[config.mk]
export PLATFORM = sky130hd
export DESIGN_NAME = stopwatch_lap_ctrl
export DESIGN_NICKNAME = d
export VERILOG_FILES = /design/src/rtl/stopwatch_lap_ctrl.sv
export SDC_FILE = /design/constraint.sdc
export NUM_CORES = 1
export LEC_CHECK = 0
export ABC_AREA = 1
export CORE_ASPECT_RATIO = 1.2
export CORE_MARGIN = 2
export CORE_UTILIZATION = 45
export CTS_CLUSTER_SIZE = 28
export DETAILED_ROUTE_END_ITERATION = 8
export HOLD_SLACK_MARGIN = 0.06
export PLACE_DENSITY = 0.67
export SETUP_SLACK_MARGIN = 0.15
export SYNTH_ARGS = -nofsm -noshare
export SYNTH_HDL_FRONTEND = slang
export SYNTH_SLANG_ARGS = --single-unit
[constraint.sdc]
create_clock -name i_clk -period 3.75 [get_ports i_clk]
set_input_delay 1.125 -clock i_clk [delete_from_list [all_inputs] [get_ports i_clk]]
set_output_delay 1.125 -clock i_clk [all_outputs]
set_load 0.05 [all_outputs]
[src/rtl/stopwatch_lap_ctrl.sv]
// stopwatch_lap_ctrl: start/stop/lap control for the stopwatch datapath.
// Drives the counter enable/clear, freezes split times on the display for
// HOLD_CYC cycles and keeps the latest DEPTH splits in a circular buffer.
module stopwatch_lap_ctrl #(
  parameter int DEPTH    = 4,
  parameter int PTR_W    = 2,
  parameter int HOLD_CYC = 100
) (
  input  logic             i_clk,
  input  logic             i_sclr,
  input  logic             i_key_ss,
  input  logic             i_key_lap,
  input  logic [31:0]      i_digits,
  input  logic             i_rd,
  output logic             o_en,
  output logic             o_clr,
  output logic [31:0]      o_disp,
  output logic             o_frozen,
  output logic [PTR_W:0]   o_lap_cnt,
  output logic             o_ovf,
  output logic [31:0]      o_rd_data,
  output logic             o_rd_valid
);

  typedef enum logic [1:0] {S_IDLE, S_RUN, S_SPLIT, S_STOP} state_t;

  localparam logic [15:0]  HOLD_LD = 16'(HOLD_CYC - 1);
  localparam logic [PTR_W:0] FULL_CNT = (PTR_W+1)'(DEPTH);

  state_t           state, nxt;
  logic [15:0]      hold;
  logic [31:0]      mem [DEPTH];
  logic [PTR_W-1:0] wr_ptr, rd_ptr;
  logic             lap_ev, capture, flush, pop, full;

  // start/stop beats lap when both arrive together
  assign lap_ev  = i_key_lap & ~i_key_ss;
  assign capture = lap_ev & ((state == S_RUN) | (state == S_SPLIT));
  assign flush   = lap_ev & (state == S_STOP);
  assign full    = (o_lap_cnt == FULL_CNT);
  // a flush empties the buffer, so a pop in that cycle has nothing to return
  assign pop     = i_rd & (o_lap_cnt != '0) & ~flush;

  // state register
  always_ff @(posedge i_clk) begin
    if (i_sclr) state <= S_IDLE;
    else        state <= nxt;
  end

  // next-state decode from key events and hold expiry
  always_comb begin
    nxt = state;
    case (state)
      S_IDLE:  if (i_key_ss) nxt = S_RUN;
      S_RUN:   if (i_key_ss) nxt = S_STOP;
               else if (lap_ev) nxt = S_SPLIT;
      S_SPLIT: if (i_key_ss) nxt = S_STOP;
               else if (lap_ev) nxt = S_SPLIT;
               else if (hold == '0) nxt = S_RUN;
      S_STOP:  if (i_key_ss) nxt = S_RUN;
               else if (lap_ev) nxt = S_IDLE;
      default: nxt = S_IDLE;
    endcase
  end

  // registered counter controls, hold timer and display select
  always_ff @(posedge i_clk) begin
    if (i_sclr) begin
      o_en     <= 1'b0;
      o_clr    <= 1'b0;
      o_frozen <= 1'b0;
      o_disp   <= '0;
      hold     <= '0;
    end else begin
      o_en     <= (nxt == S_RUN) | (nxt == S_SPLIT);
      o_clr    <= flush;
      o_frozen <= (nxt == S_SPLIT);
      if (capture)
        hold <= HOLD_LD;
      else if ((state == S_SPLIT) && (hold != '0))
        hold <= hold - 16'd1;
      // o_disp itself acts as the freeze register while splitting
      if (capture)
        o_disp <= i_digits;
      else if (nxt != S_SPLIT)
        o_disp <= i_digits;
    end
  end

  // lap storage; contents are don't-care until written
  always_ff @(posedge i_clk) begin
    if (capture) mem[wr_ptr] <= i_digits;
  end

  // lap buffer pointers, count, overflow flag and pop port
  always_ff @(posedge i_clk) begin
    if (i_sclr || flush) begin
      wr_ptr     <= '0;
      rd_ptr     <= '0;
      o_lap_cnt  <= '0;
      o_ovf      <= 1'b0;
      o_rd_valid <= 1'b0;
      if (i_sclr) o_rd_data <= '0;
    end else begin
      o_rd_valid <= pop;
      if (pop) o_rd_data <= mem[rd_ptr];
      case ({capture, pop})
        2'b11: begin
          // pop reads the oldest slot before the push lands, count unchanged
          wr_ptr <= wr_ptr + 1'b1;
          rd_ptr <= rd_ptr + 1'b1;
        end
        2'b10: begin
          wr_ptr <= wr_ptr + 1'b1;
          if (full) begin
            rd_ptr <= rd_ptr + 1'b1;
            o_ovf  <= 1'b1;
          end else begin
            o_lap_cnt <= o_lap_cnt + 1'b1;
          end
        end
        2'b01: begin
          rd_ptr    <= rd_ptr + 1'b1;
          o_lap_cnt <= o_lap_cnt - 1'b1;
        end
        default: ;
      endcase
    end
  end

endmodule

# [Word level (Yosys, flattened, before mapping)]
# Memories as Yosys holds them, arrays and structs flattened. A register that Yosys moved wholly into a read port is not among the register bits.
# Cells that the tools add are included.
[totals] inputBits=37 n_memories=1 ff_bits=94 ramBits=128 wordCells=83 out_inout_bits=72
[classes] n_eq_ne=13 n_reduce_logical=18 n_mux=24 bitwise_logic=9 n_addsub=5
[mem_list] memory="mem" words=4 width=32 rd=1 rd_clocked_by_memory_dff=1 wr=1 line="32" text="logic [31:0] mem [DEPTH];"
[op_table] op="$mux 32" count=5
[op_table] op="$mux 2" count=11
[op_table] op="$logic_not 16->1" count=1
[op_table] op="$reduce_bool 16->1" count=1
[op_table] op="$sub 16x1->16 const B" count=1
[op_table] op="$mux 7" count=2
[op_table] op="$eq 2x2->1 const B" count=5
[op_table] op="$reduce_bool 2->1" count=5
[op_table] op="$ne 2x2->1 const B" count=4
[op_table] op="$pmux 2 s4" count=1
[op_table] op="$reduce_and 2->1" count=4
[op_table] op="$eq 2x1->1 const B" count=3
[op_table] op="$pmux 3 s2" count=1
[op_table] op="$reduce_or 2->1" count=3
[op_table] op="$and 1x1->1" count=5
[op_table] op="$add 2x1->2 const B" count=2
[op_table] op="$pmux 2 s2" count=1
[op_table] op="$add 3x1->3 const B" count=1
[op_table] op="$eq 3x3->1 const B" count=1
[op_table] op="$mux 3" count=1
[op_table] op="$reduce_bool 3->1" count=1
[op_table] op="$sub 3x1->3 const B" count=1
[op_table] op="$logic_not 2->1" count=1
[op_table] op="$mux 1" count=2
[op_table] op="other kinds (4)" count=6

# [Logic depth before layout (Yosys ltp)]
# Gate-level depths: netlist of run 1.
[logic_depth] depth_word=11 ltp_mapped=17

# [Worst setup path before layout of run 1]
# Ideal clock, no wire load.
[synth_path] kind="input port to flip-flop" startpoint="input port i_key_lap" endpoint="memory mem[0][0] (enable)" setup_time_ns=0.421 arrival_time_ns=2.964 required_time_ns=3.329 n_path_buf=1 stages=5 path_slack_ns=0.365 path_cell_list="inv_1 -> nor2_4 -> nand2_2 -> buf_1 -> nor2_1"
[synth_between] elab_chain_len=4
[synth_lines] item="start, declared" line="12" text="input logic i_key_lap,"
[synth_lines] item="$and 1x1->1" line="37" text="assign lap_ev = i_key_lap & ~i_key_ss;"
[synth_lines] item="$and 1x1->1" line="38" text="assign capture = lap_ev & ((state == S_RUN) | (state == S_SPLIT));"
[synth_lines] item="$mux 1" line="92" text="if (capture) mem[wr_ptr] <= i_digits;"
[synth_lines] item="$mux 1 (not written as such)" line="92"
[synth_lines] item="end, declared" line="32"
# No other way between the ends.

# [Final worst setup path of run 1]
[layout_path] startpoint="register o_lap_cnt[1]" endpoint="output port o_lap_cnt[1]"
[layout_rtl] item="start, declared" line="19" text="output logic [PTR_W:0] o_lap_cnt,"
[layout_rtl] item="start signal, assigned" line="119" text="o_lap_cnt <= o_lap_cnt + 1'b1;"
[layout_rtl] item="start signal, assigned" line="124" text="o_lap_cnt <= o_lap_cnt - 1'b1;"
# No word-level cell between the ends.

==> run metrics, run 1 <==
outcome completed; Hold Path End hold[4]$_SDFFE_PP0P_; final core utilization 0.577; die width about 130 microns; overall routing resource usage 0.181; cell area after synthesis approximately 0.0088 sq mm; CTS tree built; worst stage delay on the critical path roughly 0.83 ns; Max Buffers Root-to-Sink 3; reg2reg start hold[0]$_SDFFE_PP0P_; Area Growth Syn to Fin 25.0%; ANT cells 0; DRC Markers 0; Leak Pwr a little over 4 nW; max-cap violations 0; crit-path leading delay family buffers and inverters; PD cells around 660 mW/mm^2; CTS H-tree depth 1; crit path buf inv count 1; total length of routed wires roughly 19000 microns; worst-margin pin slew 0.974 ns; cell taking the most area after synthesis edfxtp_1; reg-to-reg endpoint o_disp[6]$_SDFFE_PP0P_; final hold viol count 0; Hold/Removal Path Class flop to flop; row cnt 55; flops & latches, synth 224; IO Port Bufs roughly 110; Avg WL per Cell roughly 16 microns; Post-synth EDFFs 160; pins over their slew limit 0; synthesized net count 857; Max Fclk approximately 350 MHz; CP cell instances clkdlybuf4s50_1; Initial Util 0.462; hold path depth 2; post-synth top area share 0.548; global-route wire length before repair 30100 microns; post_cts resized 0; Sink Count ~220; sequential element share of the synthesized area 0.694; FF-to-FF setup slack 1.39 ns; post-DP HPWL 10900 microns; Die ar. slightly above 0.02 sq mm; RSZ-0062 raised after global routing false; post-synth cell types 33; initial DRC count 492; Skew-Pair Late Insertion Delay about 0.49 ns; main area contributors after synthesis edfxtp_1 55%, dfxtp_1 15%, nor2_1 9.8%; Core Area approximately 0.019 sq mm; critical path endpoint category output pin; Setup TNS Final 0 ns; setup bufs post-CTS 0; clock skew slightly above 0.007 ns; Mapped Avg Cell Area about 11 sq um; Total Power a little over 0.007 W; Die Y about 160 microns; pin count of the biggest net entering global routing 65; Critical Path RT roughly 2.6 ns; WP data arrival ~1.7 ns; relative slew slack 0.350; yosys warns 0; Final ANT Viol Nets 0; Worst Setup Start Kind flop; ys async rst share 0; FF-to-FF path depth 13; crit share post-route 0.760; Worst VDD drop ~0.5 mV; vias per std cell 5.01; Mapped Cells 808; most used flip-flop cell after synthesis edfxtp_1; share of layout cells above drive strength 1 0.0899; Min Clock Period, post-route 2.85 ns; Clock transition at path regs ~0.060 ns; DR pass1 iterations 5; critical path class flop to output pin; Crit Path Max Fanout 4; Final Setup Violations 0; Crit-path slowest cell clkdlybuf4s50_1; vias in the first global route between 5000 and 6000; detailed-route via count ~6000; launch point of the worst hold path hold[4]$_SDFFE_PP0P_; Num CTS Buffers 22; Congestion Overflow GR 0; initial antenna violation count 0; RD Place Congestion between 0.8 and 0.9; Hold-fix buffers, CTS 0; Final nets a little under 1000; Hold WS around 0.5 ns; clk root buf clkbuf_16; I/O pin cnt roughly 110
==> cell usage in the layout, fill, tap and decap left out, drive strengths merged <==
cell type,instances
nand4,4
nor2,238
nand2,63
a21oi,50
xor2,3
nor3,2
clkdlybuf4s50,108
o22ai,1
bufinv,2
dfxtp,64
o21ai,109
a211oi,1
nand3b,3
inv,48
or2,1
clkinvlp,1
nand3,10
buf,15
xnor2,1
a31oi,2
clkbuf,31
edfxtp,160
clkinv,5
fa,1
ha,11
==> synth_stat cells, types with 3 or more instances <==
cell type / number
nor2_1: 230
edfxtp_1: 160
o21ai_0: 101
dfxtp_1: 64
nand2_1: 56
a21oi_1: 48
inv_1: 42
clkbuf_1: 18
buf_2: 12
ha_1: 11
nand3_1: 9
o21ai_1: 8
buf_1: 5
nand2_2: 5
nor2_2: 5
inv_2: 4
nand4_1: 4
nor2_4: 3
xor2_1: 3
==> worst max-delay path by stage <==
stage | startpoint | end | slack [ns] | cells after the start
5_1_grt | i_key_ss | o_disp[25]$_SDFFE_PP0P_ | 0.79 | 12
3_3_place_gp | i_key_ss | o_disp[13]$_SDFFE_PP0P_ | 0.63 | 12
3_5_place_dp | i_key_ss | o_disp[15]$_SDFFE_PP0P_ | 0.56 | 12
6_report | o_lap_cnt[1]$_SDFFE_PP0P_ | o_lap_cnt[1] | 0.90 | 1
4_1_cts | o_lap_cnt[1]$_SDFFE_PP0P_ | o_lap_cnt[1] | 0.90 | 1
2_1_floorplan | i_key_lap | mem[0][0]$_DFFE_PP_ | 0.37 | 5
==> report_power, final <==
group	switching, W	internal (W)
Clock	0.000904	0.00138
Sequential	0.0000886	0.00291
Combinational	0.00135	0.000582
Total	0.00234	0.00488
==> per-layer routing <==
layer | GRT usage | routed length, microns | vias up | part of all wire
met4 | 0.0549 | 356 | 0 | 0.019
met3 | 0.0261 | 916 | 28 | 0.049
met2 | 0.324 | 9380 | 174 | 0.51
li1 | - | - | 2951 | -
met5 | 0 | 0 | - | 0
met1 | 0.230 | 7870 | 2812 | 0.43
==> metrics by stage <==
stage	cells	area, sq um	setup WS [ns]
2_1_floorplan	808	8770	0.365
5_1_grt	1190	11000	0.792
3_5_place_dp	1150	10200	0.558
6_report	1190	11000	0.899
4_1_cts	1190	11000	0.899
3_3_place_gp	1150	10200	0.630
==> flip-flops by register name (all words and copies together), names as in the netlist, named ones only <==
register / count
o_rd_data: 32
o_clr: 1
mem: 128
hold: 16
o_en: 1
o_lap_cnt: 3
rd_ptr: 2
state: 2
wr_ptr: 2
o_frozen: 1
o_rd_valid: 1
o_disp: 32
o_ovf: 1
==> cell type report <==
cell class / instances / area [sq um]
fillers: 1623 / 8040
clock inverters: 9 / 105
repair buffers: 123 / 1230
well taps: 256 / 320
inverters: 47 / 176
multi-input cells: 500 / 2370
flip-flops and latches: 224 / 6090
clock buffers: 31 / 666
==> kinds of logic (layout without fill, tap and decap cells) <==
kind of cell,count (synthesis),after routing,share of synthesized area
AOI/OAI and AO/OA,163,163,0.0946
adders and majority gates,12,12,0.0180
and+or+nand+nor,321,321,0.150
buffers and inverters,84,210,0.0394
DFF,224,224,0.694
xor gates and xnor gates,4,4,0.00400
No activity file was read; power rests on OpenSTA's default activity.
==> run 2: changes to the inputs <==
--- a/config.mk
+++ b/config.mk
@@ -12,7 +12,7 @@
 export CTS_CLUSTER_SIZE = 28
 export DETAILED_ROUTE_END_ITERATION = 8
 export HOLD_SLACK_MARGIN = 0.06
-export PLACE_DENSITY = 0.67
+export PLACE_DENSITY = 0.69
 export SETUP_SLACK_MARGIN = 0.15
 export SYNTH_ARGS = -nofsm -noshare
 export SYNTH_HDL_FRONTEND = slang
==> constraint.sdc (replaced) <==
create_clock -name i_clk -period 2.29 [get_ports i_clk]
set_input_delay 0.687 -clock i_clk [delete_from_list [all_inputs] [get_ports i_clk]]
set_output_delay 0.687 -clock i_clk [all_outputs]
set_load 0.05 [all_outputs]
==> run 2 against run 1 <==
Effect of this change:
- first-iteration DRC count down 13%
- flip-flop and latch count unchanged
- setup slack got worse by 0.71 ns
- combinational power grew 60%
- clock-buffer cell count fell by 4
- sequential power grew 64%
- die area unchanged
- via count is 1.8% higher
- non-clock buffer count increased by 25
- total power grew 59%
- sequential share of layout area fell by 0.75 points
- wire length rose by 1.7%
==> run metrics, run 2 (same netlist as run 1, synthesis figures left out) <==
Skew-Pair Late Insertion Delay 0.49 ns (about the same); vias in the first global route 5956 (+0.25%); post-DP HPWL 12000 microns (+9.4%); post-route design area 0.0111 sq mm (+1.4%); detailed-route via count 6073 (+1.8%); WP data arrival 1.41 ns (-0.32 ns); total length of routed wires 18800 microns (+1.7%); Congestion Overflow GR 0 (unchanged); setup bufs post-CTS 0 (unchanged); Area Growth Syn to Fin 26.7%; pins over their slew limit 0 (unchanged); Sink Count 224 (unchanged); vias per std cell 5.00 (-0.20%); Min Clock Period, post-route ~2.1 ns; Worst Setup Start Kind flop; most common cell after layout, fill and taps aside nor2_1; Initial Util 0.462 (unchanged); Final nets 992 (+2.6%); ANT cells 0 (unchanged); DRC Markers 0 (unchanged); Crit path depth 1 (unchanged); I/O pin cnt 109 (unchanged); Core Area 0.0190 sq mm (unchanged); PD cells 1030 mW/mm^2 (+57%); critical path class flop to output pin; crit path buf inv count 1 (unchanged); reg-to-reg endpoint o_disp[11]$_SDFFE_PP0P_; RD Place Congestion 0.834 (+1.3%); RSZ-0062 raised after global routing true; Clock transition at path regs 0.06 ns (about the same); CP endpoint o_rd_data[24]; CTS H-tree depth 1 (unchanged); overall routing resource usage 0.184 (+0.00285); initial antenna violation count 0 (unchanged); Hold/Removal Path Class flop to flop; CTS tree built; Max Fclk ~480 MHz; worst-margin pin slew 0.582 ns (-0.392 ns); Top Registers mem: 128 flops, o_disp: 32 flops, o_rd_data: 32 flops; DR pass1 iterations 4 (-1); Avg WL per Cell 15.5 microns (-0.26%); DP Area 0.0104 sq mm (+2.4%); final hold viol count 0 (unchanged); critical path endpoint category output pin; Setup TNS Final 0 ns (unchanged); FF-to-FF path depth 17 (+4); die width 131 microns (unchanged); Critical Path RT 1.60 ns (-1.02 ns); FF-to-FF setup slack 0.33 ns (-1.06 ns); Final ANT Viol Nets 0 (unchanged); outcome completed; Crit Path Max Fanout 1 (-3); pin count of the biggest net entering global routing 65 (unchanged); relative slew slack 0.612 (+0.262); Final Setup Violations 0 (unchanged); commonest non-fill, non-tap cells in the layout 217 x nor2_1, 160 x edfxtp_1, 96 x o21ai_0; Worst VDD drop 0.606 mV (+18%); CP cell instances dlygate4sd2_1; worst stage delay on the critical path 0.54 ns (-0.29 ns); crit share post-route 0.917; clock skew 0.0147 ns (+0.00750 ns); clk root buf clkbuf_16; Die ar. 0.0206 sq mm (unchanged); Max Buffers Root-to-Sink 3 (unchanged); Leak Pwr 4.34 nW (+7.4%); share of layout cells above drive strength 1 0.127 (+0.0374); Die Y 157 microns (unchanged); Largest register FFs 128 (unchanged); Num CTS Buffers 22 (unchanged); crit-path leading delay family buffers and inverters; Hold-fix buffers, CTS 0 (unchanged); Largest Register mem; global-route wire length before repair 30500 microns (+1.3%); critical path startpoint o_rd_data[24]$_SDFFCE_PP0P_; max-cap violations 0 (unchanged); initial DRC count 429 (-13%); IO Port Bufs 108 (unchanged); reg2reg start hold[0]$_SDFFE_PP0P_; row cnt 55 (unchanged); Crit-path slowest cell dlygate4sd2_1
-- run 2: what timing repair did --
item,4_1_cts,5_1_grt
pin swaps,0,0
setup endpoints to repair,66,33
resized for setup,66,27
-- run 2: routing by layer --
layer	vias to the layer above	global-route usage	routed length [microns]
met3	31	0.0280	1020
met4	0	0.0600	436
met1	2883	0.230	7880
met5	-	0	0
li1	3004	-	-
met2	155	0.330	9510
-- run 2: cell type report --
class	count	area, sq um
fill	1559	7880
clock buffer	27	591
clock inverter	12	110
sequential	224	6090
timing repair buffer	148	1420
tap	256	320
inverter	47	176
multi-input combinational	500	2410
-- run 2: how the worst min path moves through the flow --
| stage | from | to | slack [ns] | cells after the start |
|---|---|---|---|---|
| 3_3_place_gp | o_ovf$_SDFFE_PP0P_ | o_ovf$_SDFFE_PP0P_ | 0.45 | 2 |
| 5_1_grt | rd_ptr[1]$_SDFFE_PP0P_ | rd_ptr[1]$_SDFFE_PP0P_ | 0.51 | 2 |
| 3_5_place_dp | o_ovf$_SDFFE_PP0P_ | o_ovf$_SDFFE_PP0P_ | 0.47 | 2 |
| 4_1_cts | o_ovf$_SDFFE_PP0P_ | o_ovf$_SDFFE_PP0P_ | 0.48 | 2 |
| 2_1_floorplan | rd_ptr[1]$_SDFFE_PP0P_ | flop | 0.45 | 2 |
| 6_report | o_ovf$_SDFFE_PP0P_ | o_ovf$_SDFFE_PP0P_ | 0.47 | 2 |
-- run 2: stage by stage --
stage | power (W) | worst slack [ns] | std cells | hold WS [ns] | util
6_report | 0.0115 | 0.190 | 1214 | 0.471 | 0.585
3_5_place_dp | 0.00826 | -0.306 | 1175 | 0.467 | 0.549
2_1_floorplan | 0.00715 | -0.166 | 808 | 0.453 | -
4_1_cts | 0.0116 | 0.152 | 1214 | 0.481 | 0.582
5_1_grt | 0.0120 | 0.140 | 1214 | 0.511 | 0.585
3_3_place_gp | 0.00822 | -0.234 | 1175 | 0.451 | 0.549
-- run 2: where the power goes --
group / switching, W / total, W / internal, W
Clock: 0.00142 / 0.00347 / 0.00205
Combinational: 0.00222 / 0.00308 / 0.000858
Sequential: 0.000152 / 0.00492 / 0.00477
